[src/rtl/disp_pkg.sv]
// disp_pkg: shared types and helpers for the 7-segment digit scanner.
//   state_t  : scanner slot phase (guard interval / digit shown)
//   NIBBLE_W : width of one hex digit
//   cnt_w()  : slot counter width for a given slot length
package disp_pkg;

  typedef enum logic {
    S_GUARD = 1'b0,
    S_SHOW  = 1'b1
  } state_t;

  localparam int NIBBLE_W = 4;

  // Width of a counter that runs 0..div-1.
  function automatic int cnt_w(input int div);
    return (div > 1) ? $clog2(div) : 1;
  endfunction

endpackage

[src/rtl/disp_scan.sv]
// disp_scan: time-multiplexed scanner for common-anode 7-segment displays.
// Feeds the hex decoder's nibble input and drives active-low digit enables.
// Every digit slot is DIV cycles long; the first GUARD cycles of each slot
// keep all anodes off so the previous digit's segments cannot ghost.
// Display data is double-buffered and only switches at a frame boundary.
//
// Ports:
//   clk, rst_n  : clock, asynchronous active-low reset
//   data_i      : DIGITS nibbles, digit 0 in the low nibble (rightmost)
//   blank_i     : per-digit dark request (1 = dark)
//   load_i      : single-cycle strobe capturing data_i / blank_i
//   nibble_o    : current digit's nibble, to the hex decoder
//   an_o        : active-low anodes, one-hot-low or all ones
//   frame_o     : one-cycle pulse when the digit index returns to 0
//   pending_o   : shadow holds a word not yet on display
module disp_scan
  import disp_pkg::*;
#(
  parameter int DIGITS = 4,     // 2..8
  parameter int DIV    = 50000, // cycles per digit slot, guard included
  parameter int GUARD  = 500    // 1 <= GUARD < DIV
) (
  input  logic                         clk,
  input  logic                         rst_n,
  input  logic [NIBBLE_W*DIGITS-1:0]   data_i,
  input  logic [DIGITS-1:0]            blank_i,
  input  logic                         load_i,
  output logic [NIBBLE_W-1:0]          nibble_o,
  output logic [DIGITS-1:0]            an_o,
  output logic                         frame_o,
  output logic                         pending_o
);

  localparam int CW = cnt_w(DIV);
  localparam int DW = $clog2(DIGITS);

  typedef logic [DIGITS-1:0][NIBBLE_W-1:0] word_t;

  state_t          state, state_n;
  logic [CW-1:0]   cnt, cnt_n;
  logic [DW-1:0]   dig, dig_n;
  word_t           act_d, act_d_n, shd_d, shd_d_n;
  logic [DIGITS-1:0] act_b, act_b_n, shd_b, shd_b_n;
  logic            pend_n, frame_n;
  logic [NIBBLE_W-1:0] nib_n;
  logic [DIGITS-1:0]   an_n;
  logic            slot_end, wrap;

  always_ff @(posedge clk or negedge rst_n) begin
    if (!rst_n) begin
      state     <= S_GUARD;
      cnt       <= '0;
      dig       <= '0;
      act_d     <= '0;
      act_b     <= '0;
      shd_d     <= '0;
      shd_b     <= '0;
      pending_o <= 1'b0;
      frame_o   <= 1'b0;
      nibble_o  <= '0;
      an_o      <= '1;
    end else begin
      state     <= state_n;
      cnt       <= cnt_n;
      dig       <= dig_n;
      act_d     <= act_d_n;
      act_b     <= act_b_n;
      shd_d     <= shd_d_n;
      shd_b     <= shd_b_n;
      pending_o <= pend_n;
      frame_o   <= frame_n;
      nibble_o  <= nib_n;
      an_o      <= an_n;
    end
  end

  always_comb begin
    state_n = state;
    cnt_n   = cnt + 1'b1;
    dig_n   = dig;
    act_d_n = act_d;
    act_b_n = act_b;
    shd_d_n = shd_d;
    shd_b_n = shd_b;
    pend_n  = pending_o;

    slot_end = (cnt == CW'(DIV - 1));
    // The frame boundary is the last cycle of the last digit's slot:
    // the index wraps to 0 at the end of it.
    wrap     = slot_end && (dig == DW'(DIGITS - 1));
    frame_n  = wrap;

    if (slot_end) begin
      cnt_n   = '0;
      state_n = S_GUARD;
      dig_n   = wrap ? '0 : dig + 1'b1;
    end else if (state == S_GUARD && cnt == CW'(GUARD - 1)) begin
      state_n = S_SHOW;
    end

    if (wrap) begin
      // A load landing on the boundary goes straight to the active copy
      // and supersedes anything waiting in the shadow.
      if (load_i) begin
        act_d_n = data_i;
        act_b_n = blank_i;
        pend_n  = 1'b0;
      end else if (pending_o) begin
        act_d_n = shd_d;
        act_b_n = shd_b;
        pend_n  = 1'b0;
      end
    end else if (load_i) begin
      shd_d_n = data_i;
      shd_b_n = blank_i;
      pend_n  = 1'b1;
    end

    // Registered outputs are derived from next-state values so the nibble
    // is already valid when the new slot's guard interval begins.
    nib_n = act_d_n[dig_n];
    an_n  = '1;
    if (state_n == S_SHOW)
      an_n[dig_n] = act_b_n[dig_n]; // pulled low only when not blanked
  end

endmodule

[config.mk]
export PLATFORM = sky130hd
export DESIGN_NAME = disp_scan
export DESIGN_NICKNAME = d
export VERILOG_FILES = /design/src/rtl/disp_pkg.sv /design/src/rtl/disp_scan.sv
export SDC_FILE = /design/constraint.sdc
export NUM_CORES = 1
export LEC_CHECK = 0
export CAP_MARGIN = 20
export CORE_ASPECT_RATIO = 1.1
export CORE_MARGIN = 8
export CORE_UTILIZATION = 50
export DETAILED_ROUTE_END_ITERATION = 10
export PLACE_DENSITY_LB_ADDON = 0.3
export SYNTH_ARGS = -nofsm -noshare
export SYNTH_HDL_FRONTEND = slang
export SYNTH_SLANG_ARGS = --single-unit
[constraint.sdc]
create_clock -name clk -period 2.3 [get_ports clk]
set_input_delay 0.69 -clock clk [delete_from_list [all_inputs] [get_ports clk]]
set_output_delay 0.69 -clock clk [all_outputs]
set_load 0.005 [all_outputs]
-- Word-level counts from Yosys, hierarchy flattened
Cells that the tools add are included.
- memories: 0
- RAM bits: 0
- register bits after elaboration: 69
- input port bits: 23
- word-level logic and storage cells: 53
- latch bits: 0
- ROM bits: 0
- output and inout port bits: 10
- muxes and demuxes: 20
- $add $sub $neg: 2
- multipliers: 0
- reduce and logical (&&, ||, !) cells: 5
- divide/modulo/power cells: 0
- shift operators: 0
- bitwise logic cells: 4
- order comparisons: 2
- equality and inequality tests: 3
- operator list (cell ; count):
    $mux W16 ; 4
    $mux W4 ; 5
    $add A16 B1 Y16 const B ; 1
    $eq A16 B16 Y1 const B ; 1
    $eq A16 B9 Y1 const B ; 1
    $bmux W4 S2 ; 1
    $mux W1 ; 6
    $mux W2 ; 2
    $not A4 Y4 ; 1
    $or A4 B4 Y4 ; 1
    $logic_and A1 B1 Y1 ; 3
    $lt A2 B3 Y1 const B ; 1
    $add A2 B1 Y2 const B ; 1
    $bmux W1 S2 ; 1
    $demux W1 S2 ; 1
    $eq A2 B2 Y1 const B ; 1
    $ge A2 B1 Y1 const B ; 1
    $not A1 Y1 ; 2
    $reduce_and A2 Y1 ; 1
    $reduce_bool A2 Y1 ; 1

-- Depth between registers and ports, before layout
Gate-level depths: netlist of the first run.
- word-level depth: 11
- depth in mapped cells: 10
- gate-level depth less buffers: 8

-- Least setup slack after synthesis of the first run
Ideal clock, no wire load.
- kind: register to register
- start: reg cnt[11]
- end: reg nibble_o[3]
- path buffers: 0
- clock period less this slack: 2.385 ns
- data required time: 2.174 ns
- data arrival time: 2.259 ns
- slack: -0.085 ns
- setup time: 0.126 ns
- cell stages (with the launch flop): 7
- cells stage by stage: dfrtp_1 -> or4_4 -> nor4_4 -> mux2i_1 -> nor2_1 -> a22o_1 -> a221o_1
- longest elaborated chain between the ends: 6
- elaborated cells on any way between the ends: 7
- classes of those cells: 1 x eq/ne; 5 x mux; 1 x reduce/logical
- RTL lines (what ; line ; source):
    start: declaration ; disp_scan.sv:40 ; logic [CW-1:0] cnt, cnt_n;
    start signal: assignment ; disp_scan.sv:64 ; cnt <= cnt_n;
    $eq A16 B16 Y1 * ; disp_scan.sv:87 ; slot_end = (cnt == CW'(DIV - 1));
    $logic_and A1 B1 Y1 ; disp_scan.sv:90 ; wrap = slot_end && (dig == DW'(DIGITS - 1));
    $mux W2 ; disp_scan.sv:96 ; dig_n = wrap ? '0 : dig + 1'b1;
    $mux W2 ; disp_scan.sv:93 ; if (slot_end) begin
    $bmux W4 S2 * ; disp_scan.sv:121 ; nib_n = act_d_n[dig_n];
    $mux W4 (implied by the code) * ; disp_scan.sv:121 ;
    named net nib_n[3] ; disp_scan.sv:45 ; logic [NIBBLE_W-1:0] nib_n;
    end signal: assignment ; disp_scan.sv:72 ; nibble_o <= nib_n;
    end: declaration ; disp_scan.sv:28 ; output logic [NIBBLE_W-1:0] nibble_o,
Mark *: on every way through the listed nets, which the timed path passes. The rest lies on a longest branch. The select of a mux whose other input is x is not followed.
A chain may end at the register's enable or synchronous reset.

-- Worst setup path after layout of the first run
- start: reg cnt[10]
- end: reg nibble_o[3]
The elaborated chain is that of the path after synthesis.

==> impl_metrics.toml, run 1 <==
[outcome]
status = "finished with violations"
failed_checks = "setup timing"

[critical_path]
worstPathCellList = "or4_4 > nor4_4 > buf_4 > mux2i_4 > nor2_1 > a22o_1 > a221o_1"
critPathTopFamily = "simple AND/OR/NAND/NOR gates"
worstPathRequired_ns = 2.53
path_class = "flip-flop to flip-flop"
cpPeakStageDelay_ns = 0.57
crit_fanout = 4
slowest_stage = "or4_4"
endpoint_kind = "flip-flop"
worst_ep_arrival_time_ns = 2.59
worst-path-buf-inv = 1
startpoint_type = "flip-flop"

[drt]
firstDrtPassIters = 4
wl_per_cell_um = 16.5
vias_per_cell = 5.68
drc = 0
vias = 2498
wirelength_um = 7260
first_iter_violations = 143
drt.antenna.violating_nets = 0

[synthesis]
ys_seq_elements = 69
synth_area_um2 = 3130
ys_warn_count = 0
synth_top_flop_cell = "dfrtp_1"
synth_cell_types = 38
ys_seq_area_frac = 0.554
synth-edff-count = 0
synth.avg_cell_area_um2 = 10.9
synthArstFlopShare = 1.00
synthesis.instances = 286
syn-num-nets = 311

[global_routing]
grt_max_degree = 70
grt_pass1_wl_um = 12400
grt_overflow = 0
grt_pass1_vias = 2558
gr-usage-all-layers = 0.171
antenna_found_initial = 0

[pwr]
p_total_mw = 2.37
switching_share = 0.233
p_clk_frac = 0.408
pwr_density_cell_nw_per_um2 = 579
leakage_nw = 1.78
seqPwrFrac = 0.534
p_comb_frac = 0.058
switchingPower_mw = 0.553
vdd_ir_drop_max_uv = 407
intPower_mw = 1.82

[job]
drv_cap = 0

[cells_and_area]
area_delta_synth_final_pct = 31.1
antennaDiodeCount = 0
drive_gt1_frac = 0.294
nFillCells = 469
postLayoutCellArea_um2 = 4100
finalNetCount = 380

[sta]
fin_crit_sh = 1.03
drv_slew = 0
hold_violations = 0
hold_ws_ns = 0.347
max_freq_mhz = 424
fin_crit_ns = 2.36
worst_pin_slew_ns = 0.398
setup_viol = 11
clock_skew_ns = 0.00962
timing.final.ws_setup_ns = -0.0584
rsz0062_at_grt = "yes"
slew-limit-headroom = 0.733

[die]
dieArea_um2 = 9040
die_w_um = 91.4
core_area_um2 = 6120
die_height_um = 98.9
rows = 30
floorplan.initialDensity = 0.511
ioPinCount = 33

[worst_hold_path]
min_path_type = "input port to async pin"

[placed_design]
dp_hpwl_um = 4930
io_buffers = 32
gp_congestion = 0.807
placed_area_um2 = 3730

[clock_tree]
clock_latency_ns = 0.35
htreeDepth = 3
cts_tree = "done"
cts_buffers = 9
clk_pin_slew_ns = 0.08
clk_path_buf_depth = 2
clockRootBuffer = "clkbuf_8"
cts_sinks = 69
cell usage after synthesis (all sizes together), types with 3 or more instances:
cell,number,share of area
dfrtp,65,0.52
nand3,39,0.062
nand2,28,0.036
nor2,28,0.034
mux2,20,0.072
a32oi,13,0.036
buf,9,0.027
a21oi,8,0.013
xnor2,7,0.020
a22oi,6,0.014
clkbuf,6,0.0072
inv,6,0.0072
xor2,5,0.014
dfstp,4,0.034
nand4,4,0.0080
o21ai,4,0.0064
o22ai,4,0.0080
and3,3,0.0060
nor2b,3,0.0060
worst paths after layout:
kind	startpoint	to	slack (ns)	cells after the start
worst max-delay path	cnt[10]$_DFF_PN0_	nibble_o[3]$_DFF_PN0_	-0.06	7
worst min-delay path	rst_n	cnt[9]$_DFF_PN0_	0.35	2
worst max register to register	cnt[10]$_DFF_PN0_	nibble_o[3]$_DFF_PN0_	-0.06	7
worst min register to register	cnt[0]$_DFF_PN0_	cnt[0]$_DFF_PN0_	0.49	1
max in group asynchronous	rst_n	an_o[3]$_DFF_PN1_	1.61	2
min in group clk	cnt[0]$_DFF_PN0_	cnt[0]$_DFF_PN0_	0.49	1
cells in the final DEF (no fill, tap or decap), types with 3 or more instances in the layout:
cell             netlist  layout
clkdlybuf4s50_1        0      31
a32oi_1               13      13
a22oi_1                6       5
inv_1                  5       5
a21oi_1                8       6
dfstp_2                4       4
nand3_2                0       4
buf_12                 0       3
nand2_1               27      26
dfrtp_1               65      64
nand3_1               39      35
and3_1                 3       3
nor2_1                28      26
o21ai_0                4       4
xnor2_1                7       7
xor2_1                 5       5
buf_4                  3      33
buf_6                  5       4
clkbuf_8               0       9
nor2b_1                3       3
mux2_2                20      20
clkinv_2               1       3
nand4_1                4       4
registers in the layout, indices dropped and copies added, names as in the netlist:
register   count
act_b          4
act_d         16
an_o           4
cnt           16
dig            2
frame_o        1
nibble_o       4
pending_o      1
shd_b          4
shd_d         16
state          1
power by group through the flow:
stage | Sequential [mW] | Clock (mW) | Combinational, mW
after floorplan | 1.28 | 0 | 0.0583
after global placement | 1.29 | 0 | 0.136
after detailed placement | 1.29 | 0 | 0.138
after CTS | 1.27 | 0.986 | 0.139
after global routing | 1.27 | 1.04 | 0.153
final | 1.27 | 0.968 | 0.138
cells by family (layout without fill, tap and decap cells):
group                      count (synthesis)  in the layout  synth area share
and+or+nand+nor                          117            117             0.187
AOI/OAI and AO/OA                         42             42            0.0965
muxes                                     22             22            0.0785
adders and majority gates                  2              2           0.00801
buffers and inverters                     22             96            0.0428
DFF                                       69             69             0.554
xor gates and xnor gates                  12             12            0.0336
routing by layer:
| layer | vias up | track usage | routed length, um |
|---|---|---|---|
| li1 | 1165 | - | - |
| met1 | 1256 | 0.217 | 3190 |
| met2 | 71 | 0.263 | 3550 |
| met3 | 6 | 0.0540 | 433 |
| met4 | 0 | 0.0719 | 83 |
| met5 | - | 0 | 0 |
through the flow:
stage / TNS (ns) / util / setup slack, ns / std cells
after floorplan: -0.0352 / - / -0.0352 / 286
after global placement: -0.0850 / 0.610 / -0.0669 / 416
after detailed placement: -0.317 / 0.610 / -0.118 / 416
after CTS: -0.347 / 0.654 / -0.0382 / 436
after global routing: -1.94 / 0.670 / -0.139 / 440
final: -0.154 / 0.670 / -0.0584 / 440
layout make-up:
cell class	count	area (um^2)	share of cell area
Multi-Input combinational cell	195	1370	0.335
Inverter	7	30.0	0.00733
Sequential cell	69	1730	0.423
Clock buffer	10	128	0.0311
Tap cell	80	100	0.0244
Clock inverter	6	63.8	0.0156
Timing Repair Buffer	73	673	0.164
what timing repair did:
action,4_1_cts,5_1_grt
resized for setup,12,14
gates cloned,0,1
setup endpoints to repair,14,33
pin swaps,8,4
hold buffers,0,0
buffers inserted,4,4
hold endpoints to repair,0,0
Note: power is estimated with default switching activity, not from simulation.
==> inputs of run 2 (changes only) <==
- SKIP_LAST_GASP: default -> 1
==> run 2 against run 1 <==
  * Non-clock buffer count unchanged
  * Via count decreased by 0.28%
  * Critical path type unchanged
  * First-iteration DRC count decreased by 18%
  * Largest power group unchanged
  * Routed wire length decreased by 0.30%
  * Cell area decreased by 0.18%
  * The run still ends with setup timing left
  * Highest routed layer unchanged
==> impl_metrics.toml, run 2 (same netlist as run 1, synthesis figures left out) <==
[outcome]
status = "finished with violations"
failed_checks = "setup timing"

[global_routing]
grt_pass1_vias = 2558
antenna_found_initial = 0
grt_pass1_wl_um = 12400
grt_max_degree = 70
gr-usage-all-layers = 0.171
grt_overflow = 0

[pwr]
intPower_mw = 1.82
seqPwrFrac = 0.534
pwr_density_cell_nw_per_um2 = 580
p_comb_frac = 0.058
vdd_ir_drop_max_uv = 387
switchingPower_mw = 0.553
leakage_nw = 1.78
switching_share = 0.233
p_clk_frac = 0.408

[sta]
hold_violations = 0
setup_viol = 14
rsz0062_at_grt = "yes"
timing.final.ws_setup_ns = -0.0613
hold_ws_ns = 0.348
fin_crit_ns = 2.36
drv_slew = 0
max_freq_mhz = 423
fin_crit_sh = 1.03
slew-limit-headroom = 0.734
worst_pin_slew_ns = 0.396
clock_skew_ns = 0.00998

[cells_and_area]
mostFrequentLayoutCells = "dfrtp_1, nand3_1, buf_4"
nFillCells = 473
area_delta_synth_final_pct = 30.9
drive_gt1_frac = 0.289
antennaDiodeCount = 0
reg.largest.list = "act_d (16), cnt (16), shd_d (16)"
multi_input_area_um2 = 1360
final_common_cell = "dfrtp_1"
finish.utilization = 0.669
instances_no_fill = 440
finalNetCount = 380
seq_area_um2 = 1730

[die]
floorplan.initialDensity = 0.511
rows = 30
die_w_um = 91.4
die_height_um = 98.9
core_area_um2 = 6120
ioPinCount = 33
dieArea_um2 = 9040

[drt]
routed.top_layer = "met4"
vias_per_cell = 5.66
wl_met3_um = 405
met1_length_um = 3220
firstDrtPassIters = 5
wl_met2_um = 3530
drt.antenna.violating_nets = 0
first_iter_violations = 117
wirelength_um = 7240
wl_per_cell_um = 16.4
drc = 0
vias = 2491

[clock_tree]
clockRootBuffer = "clkbuf_8"
htreeDepth = 3
clk_pin_slew_ns = 0.08
cts_buffers = 9
cts_sinks = 69
cts_tree = "done"
clock_latency_ns = 0.35
clk_path_buf_depth = 2
holdBufCountCts = 0

[placed_design]
io_buffers = 32
gp_congestion = 0.807
dp_cells = 416
dp_hpwl_um = 4930

[critical_path]
startpoint_type = "flip-flop"
worstPathRequired_ns = 2.53
endpoint_kind = "flip-flop"
critPathTopFamily = "simple AND/OR/NAND/NOR gates"
path_class = "flip-flop to flip-flop"
slowest_stage = "or4_4"
cpPeakStageDelay_ns = 0.57
worstPathCellList = "or4_4 > nor4_4 > buf_4 > mux2i_4 > nor2_1 > a22o_1 > a221o_1"
worst-path-buf-inv = 1
crit_fanout = 4
worst_ep_arrival_time_ns = 2.60

[job]
drv_cap = 0

[worst_hold_path]
min_path_type = "input port to async pin"
==> run 2: cell types whose count changed in the layout (fill, tap and decap cells not counted) <==
cell,change
nand3_1,+1
and2_1,+1
and2_4,-1
nand3_2,-1
==> run 2: area by class of cell <==
cell class                 instances  share of cell area
clock buffer                      10              0.0312
multi-input combinational        195               0.333
tap                               80              0.0245
clock inverter                     6              0.0156
inverter                           7             0.00734
sequential                        69               0.424
timing repair buffer              73               0.165
==> run 2: worst reg2reg max path: cells and delay by family (launching register included) <==
family,cells,cell delay [ns]
buffers and inverters,1,0.19
AND/OR/NAND/NOR,3,0.95
AO/OA/AOI/OAI,2,0.45
flip-flops,1,0.38
multiplexers,1,0.28
==> run 2: per-layer routing <==
layer  up-vias  track usage
met5         -            0
met4         0       0.0719
met3         6       0.0540
met2        67        0.263
met1      1250        0.217
li1       1168            -
==> run 2: final timing paths <==
| check | cells past startpoint | endpoint | start | slack (ns) |
|---|---|---|---|---|
| max | 7 | nibble_o[3]$_DFF_PN0_ | cnt[10]$_DFF_PN0_ | -0.06 |
| min | 2 | cnt[9]$_DFF_PN0_ | rst_n | 0.35 |
| max reg2reg | 7 | nibble_o[3]$_DFF_PN0_ | cnt[10]$_DFF_PN0_ | -0.06 |
| min reg2reg | 1 | cnt[0]$_DFF_PN0_ | cnt[0]$_DFF_PN0_ | 0.49 |
| max in group asynchronous | 2 | an_o[3]$_DFF_PN1_ | rst_n | 1.61 |
| min in group clk | 1 | cnt[0]$_DFF_PN0_ | cnt[0]$_DFF_PN0_ | 0.49 |
==> run 2: what timing repair did <==
| item | 4_1_cts | 5_1_grt |
|---|---|---|
| setup endpoints to repair | 14 | 33 |
| pin swaps | 8 | 5 |
| endpoints found under the hold margin | 0 | 0 |
| buffers inserted | 4 | 4 |
| gates resized for setup | 11 | 13 |
| gates cloned | 0 | 1 |
==> run 2: power by group through the flow <==
stage / logic [mW] / clock network (mW) / registers (mW)
3_5_place_dp: 0.138 / 0 / 1.29
5_1_grt: 0.153 / 1.04 / 1.27
6_report: 0.138 / 0.968 / 1.27
3_3_place_gp: 0.136 / 0 / 1.29
2_1_floorplan: 0.0583 / 0 / 1.28
4_1_cts: 0.139 / 0.986 / 1.27
==> run 2: per-stage QoR <==
stage          power, mW  setup WS (ns)  setup TNS [ns]  instance area [um^2]
3_3_place_gp        1.42        -0.0669         -0.0850                  3730
3_5_place_dp        1.43         -0.118          -0.317                  3730
2_1_floorplan       1.34        -0.0352         -0.0352                  3140
6_report            2.37        -0.0613          -0.134                  4090
5_1_grt             2.46         -0.139           -1.94                  4090
4_1_cts             2.39        -0.0382          -0.347                  4000
